File: config.mk
export PLATFORM = sky130hd
export DESIGN_NAME = matvec_arbiter_flat
export DESIGN_NICKNAME = d
export VERILOG_FILES = /design/src/rtl/kalman_pkg.sv /design/src/rtl/matvec_arbiter_if.sv /design/src/rtl/rr_pick.sv /design/src/rtl/matvec_arbiter.sv /design/src/flat_wrapper.sv
export SDC_FILE = /design/constraint.sdc
export NUM_CORES = 1
export LEC_CHECK = 0
export CORE_AREA = 2 2 556 558
export DETAILED_ROUTE_END_ITERATION = 8
export DIE_AREA = 0 0 558 560
export PLACE_DENSITY_LB_ADDON = 0.2
export SYNTH_ARGS = -nofsm -noshare
export SYNTH_HDL_FRONTEND = slang
export SYNTH_SLANG_ARGS = --single-unit
File: constraint.sdc
create_clock -name clk -period 3.45 [get_ports clk]
set_clock_uncertainty 0.05 [all_clocks]
set_input_delay 0.8625 -clock clk [delete_from_list [all_inputs] [get_ports clk]]
set_output_delay 0.8625 -clock clk [all_outputs]
set_load 0.02 [all_outputs]
File: src/rtl/kalman_pkg.sv
// -----------------------------------------------------------------------------
// kalman_pkg
// Shared types and default sizes for the Kalman filter datapath blocks.
//   arb_state_e : sequencing states of the shared matrix-vector multiplier
//   KF_WIDTH    : default element width (two's complement)
//   KF_NOS      : default matrix/vector dimension
// -----------------------------------------------------------------------------
package kalman_pkg;

    localparam int KF_WIDTH = 16;
    localparam int KF_NOS   = 4;

    typedef enum logic [1:0] {
        ST_IDLE  = 2'd0,
        ST_START = 2'd1,
        ST_WAIT  = 2'd2,
        ST_DONE  = 2'd3
    } arb_state_e;

endpackage

File: src/rtl/matvec_arbiter_if.sv
// -----------------------------------------------------------------------------
// matvec_arbiter_if
// Bus between the arbiter and the single shared n x 1 matrix-vector multiplier.
//   mult_start : one-cycle start pulse (arbiter -> multiplier)
//   mult_A     : NOS x NOS x WIDTH matrix operand, element (i,j) at (i*NOS+j)*WIDTH
//   mult_B     : NOS x WIDTH vector operand, element i at i*WIDTH
//   mult_end   : one-cycle completion pulse (multiplier -> arbiter)
//   mult_res   : NOS x WIDTH result, valid while mult_end = 1
// Modports: master = arbiter side, slave = multiplier side.
// -----------------------------------------------------------------------------
interface matvec_arbiter_if #(
    parameter int WIDTH = 16,
    parameter int NOS   = 4
);

    logic                       mult_start;
    logic [NOS*NOS*WIDTH-1:0]   mult_A;
    logic [NOS*WIDTH-1:0]       mult_B;
    logic                       mult_end;
    logic [NOS*WIDTH-1:0]       mult_res;

    modport master (
        output mult_start,
        output mult_A,
        output mult_B,
        input  mult_end,
        input  mult_res
    );

    modport slave (
        input  mult_start,
        input  mult_A,
        input  mult_B,
        output mult_end,
        output mult_res
    );

endinterface

File: src/rtl/rr_pick.sv
// -----------------------------------------------------------------------------
// rr_pick
// Combinational round-robin selector: first set request at or after ptr_i,
// wrapping from NREQ-1 back to 0.
//   req_i : request vector
//   ptr_i : highest-priority index this round (must be < NREQ)
//   gnt_o : one-hot winner (all zero when nothing requested)
//   idx_o : binary index of the winner
//   any_o : at least one request is set
// -----------------------------------------------------------------------------
module rr_pick #(
    parameter int NREQ = 3,
    parameter int PW   = $clog2(NREQ)
) (
    input  logic [NREQ-1:0] req_i,
    input  logic [PW-1:0]   ptr_i,
    output logic [NREQ-1:0] gnt_o,
    output logic [PW-1:0]   idx_o,
    output logic            any_o
);

    always_comb begin
        int c;
        gnt_o = '0;
        idx_o = '0;
        any_o = 1'b0;
        c     = 0;
        for (int k = 0; k < NREQ; k++) begin
            c = int'(ptr_i) + k;
            if (c >= NREQ) begin
                c = c - NREQ;
            end
            if (!any_o && req_i[c]) begin
                any_o    = 1'b1;
                gnt_o[c] = 1'b1;
                idx_o    = PW'(c);
            end
        end
    end

endmodule

File: src/rtl/matvec_arbiter.sv
// -----------------------------------------------------------------------------
// matvec_arbiter
// Round-robin arbiter/sequencer sharing one matrix-vector multiplier among
// NREQ requesters. Latches the winner's operands, pulses start, captures the
// result and returns a one-cycle done to the owner. A watchdog ends an
// operation with err if the multiplier never answers.
//
// Ports:
//   clk, rst_n : clock, asynchronous active-low reset
//   req        : level request per requester, held until its done
//   req_A/req_B: per-requester operands, requester r at r*(operand width)
//   gnt        : one-hot owner, valid START through DONE
//   done       : one-cycle one-hot completion pulse to owner
//   err        : one-cycle pulse together with done on watchdog expiry
//   res        : last successful result, held
//   busy       : state != IDLE
//   mult       : master side of the multiplier bus
//
// state  | meaning
// -------+--------------------------------------------------------------
// IDLE   | no owner; pick next requester from rr_ptr, latch its operands
// START  | mult_start high for this cycle only; watchdog cleared
// WAIT   | waiting for mult_end; watchdog counts up to TIMEOUT
// DONE   | done (and err on timeout) to owner; rr_ptr moves past owner
// -----------------------------------------------------------------------------
module matvec_arbiter
    import kalman_pkg::*;
#(
    parameter int WIDTH   = KF_WIDTH,
    parameter int NOS     = KF_NOS,
    parameter int NREQ    = 3,
    parameter int TIMEOUT = 64
) (
    input  logic                          clk,
    input  logic                          rst_n,
    input  logic [NREQ-1:0]               req,
    input  logic [NREQ*NOS*NOS*WIDTH-1:0] req_A,
    input  logic [NREQ*NOS*WIDTH-1:0]     req_B,
    output logic [NREQ-1:0]               gnt,
    output logic [NREQ-1:0]               done,
    output logic                          err,
    output logic [NOS*WIDTH-1:0]          res,
    output logic                          busy,
    matvec_arbiter_if.master              mult
);

    localparam int AW  = NOS * NOS * WIDTH;
    localparam int BW  = NOS * WIDTH;
    localparam int PW  = $clog2(NREQ);
    localparam int WDW = $clog2(TIMEOUT + 1);
    localparam logic [WDW-1:0] WD_LIMIT = WDW'(TIMEOUT);
    localparam logic [PW-1:0]  LAST_IDX = PW'(NREQ - 1);

    arb_state_e       state_q;
    logic [PW-1:0]    owner_q;
    logic [PW-1:0]    rr_ptr_q;
    logic [PW-1:0]    rr_ptr_d;
    logic [NREQ-1:0]  gnt_q;
    logic [NREQ-1:0]  done_q;
    logic             err_q;
    logic             busy_q;
    logic             start_q;
    logic [AW-1:0]    mult_A_q;
    logic [BW-1:0]    mult_B_q;
    logic [BW-1:0]    res_q;
    logic [WDW-1:0]   wd_q;

    logic [NREQ-1:0]  pick_gnt;
    logic [PW-1:0]    pick_idx;
    logic             pick_any;

    rr_pick #(
        .NREQ (NREQ),
        .PW   (PW)
    ) u_pick (
        .req_i (req),
        .ptr_i (rr_ptr_q),
        .gnt_o (pick_gnt),
        .idx_o (pick_idx),
        .any_o (pick_any)
    );

    // Priority moves to the requester after the one just served.
    assign rr_ptr_d = (owner_q == LAST_IDX) ? '0 : owner_q + 1'b1;

    always_ff @(posedge clk or negedge rst_n) begin
        if (!rst_n) begin
            state_q  <= ST_IDLE;
            owner_q  <= '0;
            rr_ptr_q <= '0;
            gnt_q    <= '0;
            done_q   <= '0;
            err_q    <= 1'b0;
            busy_q   <= 1'b0;
            start_q  <= 1'b0;
            mult_A_q <= '0;
            mult_B_q <= '0;
            res_q    <= '0;
            wd_q     <= '0;
        end else begin
            case (state_q)
                ST_IDLE: begin
                    if (pick_any) begin
                        owner_q  <= pick_idx;
                        gnt_q    <= pick_gnt;
                        mult_A_q <= req_A[pick_idx*AW +: AW];
                        mult_B_q <= req_B[pick_idx*BW +: BW];
                        start_q  <= 1'b1;
                        busy_q   <= 1'b1;
                        state_q  <= ST_START;
                    end
                end
                ST_START: begin
                    start_q <= 1'b0;
                    wd_q    <= '0;
                    state_q <= ST_WAIT;
                end
                ST_WAIT: begin
                    // A real end wins over an expiring watchdog in the same cycle.
                    if (mult.mult_end) begin
                        res_q   <= mult.mult_res;
                        done_q  <= gnt_q;
                        state_q <= ST_DONE;
                    end else if (wd_q == WD_LIMIT) begin
                        done_q  <= gnt_q;
                        err_q   <= 1'b1;
                        state_q <= ST_DONE;
                    end else begin
                        wd_q <= wd_q + 1'b1;
                    end
                end
                ST_DONE: begin
                    done_q   <= '0;
                    err_q    <= 1'b0;
                    gnt_q    <= '0;
                    busy_q   <= 1'b0;
                    rr_ptr_q <= rr_ptr_d;
                    state_q  <= ST_IDLE;
                end
                default: begin
                    state_q <= ST_IDLE;
                end
            endcase
        end
    end

    assign gnt             = gnt_q;
    assign done            = done_q;
    assign err             = err_q;
    assign res             = res_q;
    assign busy            = busy_q;
    assign mult.mult_start = start_q;
    assign mult.mult_A     = mult_A_q;
    assign mult.mult_B     = mult_B_q;

endmodule

File: src/flat_wrapper.sv
// flat-port wrapper written by rule: the top's interface ports become plain ports
module matvec_arbiter_flat import kalman_pkg::*;
#(
    parameter int WIDTH   = KF_WIDTH,
    parameter int NOS     = KF_NOS,
    parameter int NREQ    = 3,
    parameter int TIMEOUT = 64
)
  (clk, rst_n, req, req_A, req_B, gnt, done, err, res, busy, mult_mult_start, mult_mult_A, mult_mult_B, mult_mult_end, mult_mult_res);
  matvec_arbiter_if #(.WIDTH(WIDTH), .NOS(NOS)) mult_i ();
  input  logic clk;
  input  logic rst_n;
  input  logic [NREQ-1:0] req;
  input  logic [NREQ*NOS*NOS*WIDTH-1:0] req_A;
  input  logic [NREQ*NOS*WIDTH-1:0] req_B;
  output logic [NREQ-1:0] gnt;
  output logic [NREQ-1:0] done;
  output logic err;
  output logic [NOS*WIDTH-1:0] res;
  output logic busy;
  output wire logic [$bits(mult_i.mult_start)-1:0] mult_mult_start;
  output wire logic [$bits(mult_i.mult_A)-1:0] mult_mult_A;
  output wire logic [$bits(mult_i.mult_B)-1:0] mult_mult_B;
  input wire logic [$bits(mult_i.mult_end)-1:0] mult_mult_end;
  input wire logic [$bits(mult_i.mult_res)-1:0] mult_mult_res;
  assign mult_mult_start = mult_i.mult_start;
  assign mult_mult_A = mult_i.mult_A;
  assign mult_mult_B = mult_i.mult_B;
  assign mult_i.mult_end = mult_mult_end;
  assign mult_i.mult_res = mult_mult_res;
  matvec_arbiter #(.WIDTH(WIDTH), .NOS(NOS), .NREQ(NREQ), .TIMEOUT(TIMEOUT)) u_core (.clk(clk), .rst_n(rst_n), .req(req), .req_A(req_A), .req_B(req_B), .gnt(gnt), .done(done), .err(err), .res(res), .busy(busy), .mult(mult_i));
endmodule
==> flow_summary_export.csv <==
group,metric,value,unit
setup_path,crit_path_cell_trace,"inv_1, ha_1, buf_4, nand2_1, a21o_1, a21oi_1, o22ai_4, buf_12, buf_12, o21ai_0, o21ai_1",
clocking,h-tree-depth,2,
die,fp.dieH,560,um
clocking,clockRootBuffer,"clkbuf_16",
detailed_routing,dr_total_vias,26810,
synth,async_reset_ff_frac,1.000,
setup_path,cp.required,3.99,ns
timing,relSlewSlack,0.5359,
die,core,307100,um2
synth,synthTopCellsByArea,"dfrtp_1, nand2_1, and3_1",
synth,synth-seq-cells,406,
setup_path,slowest_delay,0.53,ns
synth,ys_seq_area_frac,0.4691,
pwr,cellPowerDensity,1039,nW/um2
final_layout,syn2layout_area_growth,103.8,%
timing,setup_viol,0,
final_layout,final_cells,8399,
placed_design,gp_congestion,0.8749,
synth,syn_avg_cell_area,7.882,um2
clocking,clock_latency,0.71,ns
synth,yosys_most_used_dff,"dfrtp_1",
detailed_routing,final_antenna_net_count,0,
pwr,ir_worst_vdd,0.3924,mV
timing,slew_viol_final,0,
timing,worstMarginPinSlew,0.6940,ns
grt,grt_overflow,0,
detailed_routing,drc_errors,0,
run,cap_viol_max_count,0,
clocking,clockBufferDepth,3,
detailed_routing,wirelength,216.6,mm
grt,grt_pass1_wl,278.1,mm
synth,synth_cells,2748,
timing,tns,0,ns
detailed_routing,drt-initial-drc-count,1649,
detailed_routing,drt-pass1-iter-count,5,
placed_design,dp.cells,8239,
clocking,numCtsBuffers,60,
die,initial_core_util,0.07054,
final_layout,layout-drive-gt1-share,0.08095,
detailed_routing,wl_per_cell,25.79,um
timing,rsz0062_at_grt,"no",
hold_path,hold_path.class,"flip-flop to flip-flop",
timing,final-hold-violation-count,0,
synth,yosysTopAreaCellShare,0.4691,
setup_path,crit_top_cell,"buf_12",
synth,yosysMostFrequentCell,"nand2_1",
run_status,status,"complete, no violations",
clocking,cts_num_sinks,406,
placed_design,dp_hpwl,185.6,mm
placed_design,port_buffers,1422,
die,die_area,312500,um2
grt,first_global_vias,27900,
synth,syn_nets,3789,
synth,synth-edff-count,0,
final_layout,stdcell_area,44140,um2
timing,fin_hold_ws,0.4313,ns
grt,grt.total_usage,0.1330,
clocking,path_clk_slew,0.06,ns
synth,synth_common_cells,"nand2_1, dfrtp_1, o21ai_1, and3_1, o21ai_0",
timing,timing.fmax,313.7,MHz
pwr,leakagePower,0.01750,uW
synth,yosys_warnings,0,
setup_path,cp-end-kind,"flip-flop",
setup_path,path_class,"flip-flop to flip-flop",
synth,synth_cell_type_count,47,
placed_design,dpl_cell_area,42050,um2
setup_path,cp-start-kind,"flip-flop",
final_layout,n_fill_cell,35170,
detailed_routing,vias_per_cell,3.193,
setup_path,cp_data_arrival_time,3.73,ns
setup_path,slowest_stage,"o21ai_0",
die,die-width,558,um
timing,finalCritPeriodShare,0.9240,
setup_path,cp_max_fo,39,
synth,syn_area,21660,um2
grt,antenna_found_initial,185,
die,core.rowCount,204,
timing,min_period,3.188,ns
grt,grt_max_degree,69,
pwr,power,45860,uW
synth,synth_largest_area_cell,"dfrtp_1",
final_layout,nNetsFinal,5223,
clocking,cts_tree,"built",
die,pin_count,1423,
==> final timing paths <==
path,cells past startpoint,start,end,slack [ns]
worst min-delay path,2,u_core.mult.mult_A[20],u_core.mult.mult_A[20],0.43
worst min register to register,2,u_core.mult.mult_A[20],u_core.mult.mult_A[20],0.43
min in group asynchronous,2,rst_n,u_core.mult.mult_A[107],0.61
worst max-delay path,11,u_core.rr_ptr_q[1],u_core.mult.mult_A[119],0.26
max in group asynchronous,4,rst_n,u_core.mult.mult_B[35],1.75
worst max register to register,11,u_core.rr_ptr_q[1],u_core.mult.mult_A[119],0.26
==> cell type report <==
cell class	instances	area, um2	area share
Timing Repair Buffer	1598	16260	0.3683
Clock inverter	10	136.4	0.003089
Sequential cell	406	10160	0.2302
Tap cell	4120	5155	0.1168
Antenna cell	54	135.1	0.003061
Multi-Input combinational cell	2105	10440	0.2366
Inverter	11	41.29	0.0009353
Clock buffer	95	1815	0.04113
==> cell families (layout without fill, tap and decap cells) <==
group                    after synthesis  in the layout  synth area share
AO/OA/AOI/OAI                        686            686            0.1636
XOR/XNOR                               5              5          0.002022
adder cells (fa/ha/maj)               11             11          0.006354
buffers and inverters                237           1714           0.05049
flip-flops                           406            406            0.4691
multiplexers                          68             68           0.03657
other                                  0             54                 0
AND/OR/NAND/NOR                     1335           1335            0.2719
==> flip-flops by register name, summed over array words and instances (netlist names) <==
signal                  flops
u_core.busy                 1
u_core.done                 3
u_core.err                  1
u_core.gnt                  3
u_core.mult.mult_A        256
u_core.mult.mult_B         64
u_core.mult.mult_start      1
u_core.owner_q              2
u_core.res                 64
u_core.rr_ptr_q             2
u_core.state_q              2
u_core.wd_q                 7
==> through the flow <==
stage                     utilization  setup slack [ns]
after floorplan                     -            0.9951
after global placement         0.1369           -0.4040
after detailed placement       0.1369           -0.4484
after CTS                      0.1433            0.1041
after global routing           0.1434           0.04580
final                          0.1438            0.2621
==> repair_timing <==
item / 4_1_cts / 5_1_grt
hold buffers: 1 / 0
resized for setup: 1 / 4
endpoints found under the setup margin: 1 / 4
cloned: 0 / 0
pin swaps: 0 / 0
hold endpoints to repair: 14 / 0
setup buffers: 0 / 0
==> critical path, delay by kind of cell, from the launching register on <==
family                   cells  cell delay [ns]
AO/OA/AOI/OAI                5             1.31
adder cells (fa/ha/maj)      1             0.40
buffers and inverters        4             0.71
flip-flops                   1             0.40
AND/OR/NAND/NOR              1             0.10
==> placed cells by master (no fill, tap or decap), drive strengths merged, types with 2 or more instances in the layout <==
| cell type | instances |
|---|---|
| a21o | 5 |
| a21oi | 3 |
| a22o | 2 |
| a31oi | 7 |
| and3 | 322 |
| and3b | 3 |
| buf | 178 |
| bufinv | 3 |
| clkbuf | 95 |
| clkdlybuf4s50 | 1419 |
| clkinv | 7 |
| dfrtp | 406 |
| diode | 54 |
| ha | 11 |
| inv | 11 |
| mux2 | 66 |
| mux2i | 2 |
| nand2 | 974 |
| nand2b | 5 |
| nand3 | 4 |
| nand3b | 3 |
| nor2 | 15 |
| nor2b | 4 |
| o21a | 2 |
| o21ai | 655 |
| o31ai | 3 |
| xnor2 | 2 |
| xor2 | 3 |
==> metal layers <==
metal | share of wire | track usage | up-vias
li1 | - | - | 12200
met1 | 0.39 | 0.1533 | 12890
met2 | 0.46 | 0.2183 | 1299
met3 | 0.12 | 0.06761 | 304
met4 | 0.020 | 0.02788 | 126
met5 | 0.0038 | 0 | -
==> power by group <==
part / leakage, uW / total, uW / internal, uW / switching [uW]
combinational: 0.0116 / 30500 / 12400 / 18100
clock: 0.000960 / 6440 / 3770 / 2680
sequential: 0.00499 / 8920 / 7250 / 1670
total: 0.0175 / 45900 / 23400 / 22500
Note: power is estimated with default switching activity, not from simulation.
==> edit 1: new RTL, same settings <==
`TIMEOUT` is set to 64 in 2 places; all go to 128.
--- a/src/rtl/matvec_arbiter.sv
+++ b/src/rtl/matvec_arbiter.sv
@@ -30,5 +30,5 @@
     parameter int NOS     = KF_NOS,
     parameter int NREQ    = 3,
-    parameter int TIMEOUT = 64
+    parameter int TIMEOUT = 128
 ) (
     input  logic                          clk,
--- a/src/flat_wrapper.sv
+++ b/src/flat_wrapper.sv
@@ -5,5 +5,5 @@
     parameter int NOS     = KF_NOS,
     parameter int NREQ    = 3,
-    parameter int TIMEOUT = 64
+    parameter int TIMEOUT = 128
 )
   (clk, rst_n, req, req_A, req_B, gnt, done, err, res, busy, mult_mult_start, mult_mult_A, mult_mult_B, mult_mult_end, mult_mult_res);
Function: not settled (the Yosys comparison gave no result); the edit may change what the design does.
==> edit 1 against the original RTL <==
Synthesized area is 0.18% higher. Setup slack lost 0.051 ns. Design area increased by 1.2%. Sequential cell count rose by 1. Sequential share of layout area decreased by 0.23 points. Power grew 3.0%. Critical path depth is 1 lower. Routed wire length decreased by 6.9%. Global-route usage shrank 0.92 points. Critical path type unchanged. Largest power group unchanged.
==> edit 1: results (changes against the original RTL) <==
* Post-synthesis mux area share at 3.60% (-0.058 points)
* Top cells by area, synth: dfrtp_1, nand2_1, and3_1
* Vias/cell at 3.17 (-0.82%)
* YS warnings at 0 (unchanged)
* Worst reg2reg setup slack at 0.21 ns (-0.05 ns)
* DR iter-0 viols at 1422 (-14%)
* First-pass iteration count of the detailed router at 5 (unchanged)
* Ratio of cells with drive above 1 in the final layout at 9.52% (+1.4 points)
* Port Buf Inserts at 1422 (unchanged)
* Clock group at 0.00718 W (+11%)
* Largest net degree at the start of global routing at 66 (-4.3%)
* Synthesized-area fraction occupied by adder cells at 0.634% (-0.0011 points)
* Most instantiated cells after synthesis: nand2_1, dfrtp_1, o21ai_1
* Least-Margin Pin Slew at 0.975 ns (+0.281 ns)
* CTS Root Cell: clkbuf_16
* Clock slew at reported path FFs at about 0.050 ns
* LEAKAGE at 17.9 nW (+2.1%)
* Status: finished clean
* Syn Nets at 3796 (+0.18%)
* Area growth syn-to-layout at 106%
* Vias in the first global route at 28400 (+1.7%)
* Critical path's top delay family: buffers and inverters
* Reg2Reg Depth at 10 (-1)
* Crit path max fanout at 16 (-59%)
* XOR/XNOR Fraction of Synth Area at 0.242% (+0.040 points)
* Switching Share at 48.4% (-0.61 points)
* Worst hold path type: in2async
* Crit path largest cell delay at 0.50 ns (-0.03 ns)
* Clk_lat worst skew at 0.77 ns (+0.06 ns)
* Sequential share of the synthesized area at 46.9% (about the same)
* Post-Syn Instances at 2755 (+0.25%)
* Largest register FFs at 256 (unchanged)
* Routed via count at 26700 (-0.40%)
* M1 WL at 77800 um (-8.9%)
* Total track usage at 12.4% (-0.92 points)
* Combinational power at 0.0311 W (+2%)
* Global placer's final weighted congestion at 0.871 (-0.41%)
* Synth Area in Compound Gates at 16.3% (-0.029 points)
* Maximum buffer depth of the clock tree at 4 (+1)
* Drt total wl at 202000 um (-6.9%)
* Max Clock Freq at 309 MHz (-1.6%)
* FILL cells at 35100 (-0.16%)
* H-Tree Depth at 3 (+1)
* First-pass GRT wire length at 264000 um (-5.2%)
* Total Power at 0.0472 W (+3.0%)
* Final hold slack at 0.117 ns (-0.314 ns)
* Met3 routed WL at 17200 um (-36%)
* Antenna violations before repair at 109 (-41%)
* CTS buffer count at 71 (+18%)
* DR top layer: met5
* Dpl ws at -0.330 ns (+0.119 ns)
* CP arrival at 3.79 ns (+0.06 ns)
* Placed instance area at 42400 um^2 (+0.86%)
* Reg-to-reg endpoint: u_core.mult.mult_A[190]
* DR WL met2 at 101000 um (+2.0%)
* Dpl cells at 8298 (+0.72%)
* Peak VDD IR at 0.419 mV (+6.8%)
* Final #Nets at 5292 (+1.3%)
* CP max-delay cell: and3_1
==> edit 1: changes by cell type in the layout (fill, tap and decap cells not counted), moves of 5 or more <==
cell,before,now
buf_4,121,180
diode_2,54,18
clkbuf_16,62,73
buf_12,56,50
o21ai_0,299,304
o21ai_1,352,347
==> edit 1: area by class of cell <==
type / count / share of cell area, %
Timing Repair Buffer: 1649 / 37.1
Tap cell: 4120 / 11.5
Clock inverter: 17 / 0.445
Multi-Input combinational cell: 2111 / 23.4
Clock buffer: 102 / 4.55
Sequential cell: 407 / 22.8
Inverter: 11 / 0.0924
Antenna cell: 18 / 0.101
==> edit 1: metal layers <==
layer	global-route usage (%)	vias to the layer above
met4	2.77	72
li1	-	12300
met2	22.5	1207
met1	13.7	12800
met5	0	-
met3	4.27	301
==> edit 1: repair_timing <==
item | 4_1_cts | 5_1_grt
gates resized for setup | 0 | 1
hold endpoints to repair | 0 | 0
endpoints found under the setup margin | 0 | 2
==> edit 2: new RTL, same settings <==
Without the edit above. Register the output `err` once more; this adds one clock of latency there. The other outputs are not delayed to match. Comments in the files are not updated.
--- a/src/rtl/matvec_arbiter.sv
+++ b/src/rtl/matvec_arbiter.sv
@@ -147,5 +147,7 @@
     assign gnt             = gnt_q;
     assign done            = done_q;
-    assign err             = err_q;
+    always_ff @(posedge clk) begin
+        err <= err_q;
+    end
     assign res             = res_q;
     assign busy            = busy_q;
Function: not settled (the Yosys comparison gave no result); the edit may change what the design does.
==> edit 2 against the original RTL <==
Die area unchanged. Design area up 0.84%. Synthesized area up 0.58%. Routed wire length down 2.6%. Setup slack better by 0.048 ns. Global-route usage down 0.35 points. Critical path depth unchanged. Sequential share of layout area down 0.15 points. Sequential cell count up 1. Non-clock buffer count up 30. Fmax up 1.5%. Power up 1.0%.
==> edit 2: results (changes against the original RTL) <==
* Placed instance area at 42200 um^2 (+0.25%)
* Antenna violations before repair at 173 (-6.5%)
* First-pass iteration count of the detailed router at 5 (unchanged)
* Main synth FF type: dfrtp_1
* Yosys cell types at 47 (unchanged)
* CTS buffer count at 72 (+20%)
* YS warnings at 0 (unchanged)
* Vias/cell at 3.20 (+0.34%)
* Fin worst setup slack at 0.310 ns (+0.0476 ns)
* Syn Area/Cell at 7.92 um^2 (+0.54%)
* CTS Root Cell: clkbuf_16
* Final hold slack at 0.0917 ns (-0.340 ns)
* Syn Nets at 3790 (+0.026%)
* Vias in the first global route at 27800 (-0.25%)
* Clock slew at reported path FFs at 0.06 ns (about the same)
* Most instantiated cells after synthesis: nand2_1, dfrtp_1, o21ai_1
* Detail Placement HPWL at 178000 um (-4.0%)
* Sequential share of the synthesized area at 46.7% (-0.18 points)
* Dpl ws at -0.210 ns (+0.239 ns)
* Worst slew margin at 37.5% (-16 points)
* Fraction of registers with async set or reset after synthesis at 99.8% (-0.25 points)
* Largest net degree at the start of global routing at 78 (+13%)
* LEAKAGE at 17.7 nW (+1.4%)
* Status: finished clean
* Routed via count at 27000 (+0.63%)
* DR iter-0 viols at 1616 (-2.0%)
* CP max-delay cell: o21ai_0
* First-pass GRT wire length at 273000 um (-1.8%)
* FILL cells at 35200 (+0.031%)
* Global placer's final weighted congestion at 0.883 (+0.96%)
* Final #Nets at 5266 (+0.82%)
* Total track usage at 12.9% (-0.35 points)
* Ratio of cells with drive above 1 in the final layout at 9.20% (+1.1 points)
* Drt total wl at 211000 um (-2.6%)
* Post-CTS setup buffer count at 0 (unchanged)
* CP arrival at 3.69 ns (-0.04 ns)
* Port Buf Inserts at 1422 (unchanged)
* Dpl cells at 8271 (+0.39%)
* Worst reg2reg setup slack at 0.31 ns (+0.05 ns)
* Crit path max fanout at 14 (-64%)
* Post-cts sizing count at 0 (-1)
* H-Tree Depth at 3 (+1)
* Worst hold path type: in2async
* Top cells by area, synth: dfrtp_1, nand2_1, and3_1
* Maximum buffer depth of the clock tree at 4 (+1)
* Crit path largest cell delay at 0.59 ns (+0.06 ns)
* Clk_lat worst skew at 0.74 ns (+0.03 ns)
* Peak VDD IR at 0.585 mV (+49%)
* Largest register FFs at 256 (unchanged)
[edit 2: layer usage]
layer  wire length [um]  up-vias  global-route usage, %
met1              81200    12900                   14.7
met4               3930      136                   2.41
met3              25500      335                   6.26
met5                920        -                      0
li1                   -    12300                      -
met2              99300     1317                   21.9
[edit 2: area by class of cell]
type / instances / area, um^2 / share of cell area [%]
clock inverter: 24 / 285 / 0.641
clock buffer: 98 / 2000 / 4.49
antenna: 30 / 75.1 / 0.169
sequential: 407 / 10200 / 22.9
timing repair buffer: 1628 / 16300 / 36.7
multi-input combinational: 2105 / 10400 / 23.4
tap: 4120 / 5150 / 11.6
inverter: 11 / 41.3 / 0.0928
[edit 2: power breakdown]
part,internal (W),switching (W)
logic,0.0125,0.0176
registers,0.00727,0.00158
clock network,0.00442,0.00302
total,0.0241,0.0222
[edit 2: cell families after synthesis]
kind of cell | after synthesis | share of synthesized area [%]
AND/OR/NAND/NOR | 1335 | 27.0
AO/OA/AOI/OAI | 687 | 16.3
flip-flops | 407 | 46.7
buffers and inverters | 237 | 5.53
multiplexers | 67 | 3.57
adder cells (fa/ha/maj) | 11 | 0.632
XOR/XNOR | 5 | 0.201
[edit 2: path summary, 6_finish.rpt]
| check | from | to | cells past startpoint |
|---|---|---|---|
| max in group asynchronous | rst_n | u_core.mult.mult_A[248] | 2 |
| min in group clk | u_core.err_q | u_core.err | 0 |
| worst max-delay path | u_core.rr_ptr_q[1] | u_core.mult.mult_A[28] | 11 |
| worst min register to register | u_core.err_q | u_core.err | 0 |
| worst min-delay path | rst_n | u_core.res[40] | 1 |
| worst max register to register | u_core.rr_ptr_q[1] | u_core.mult.mult_A[28] | 11 |
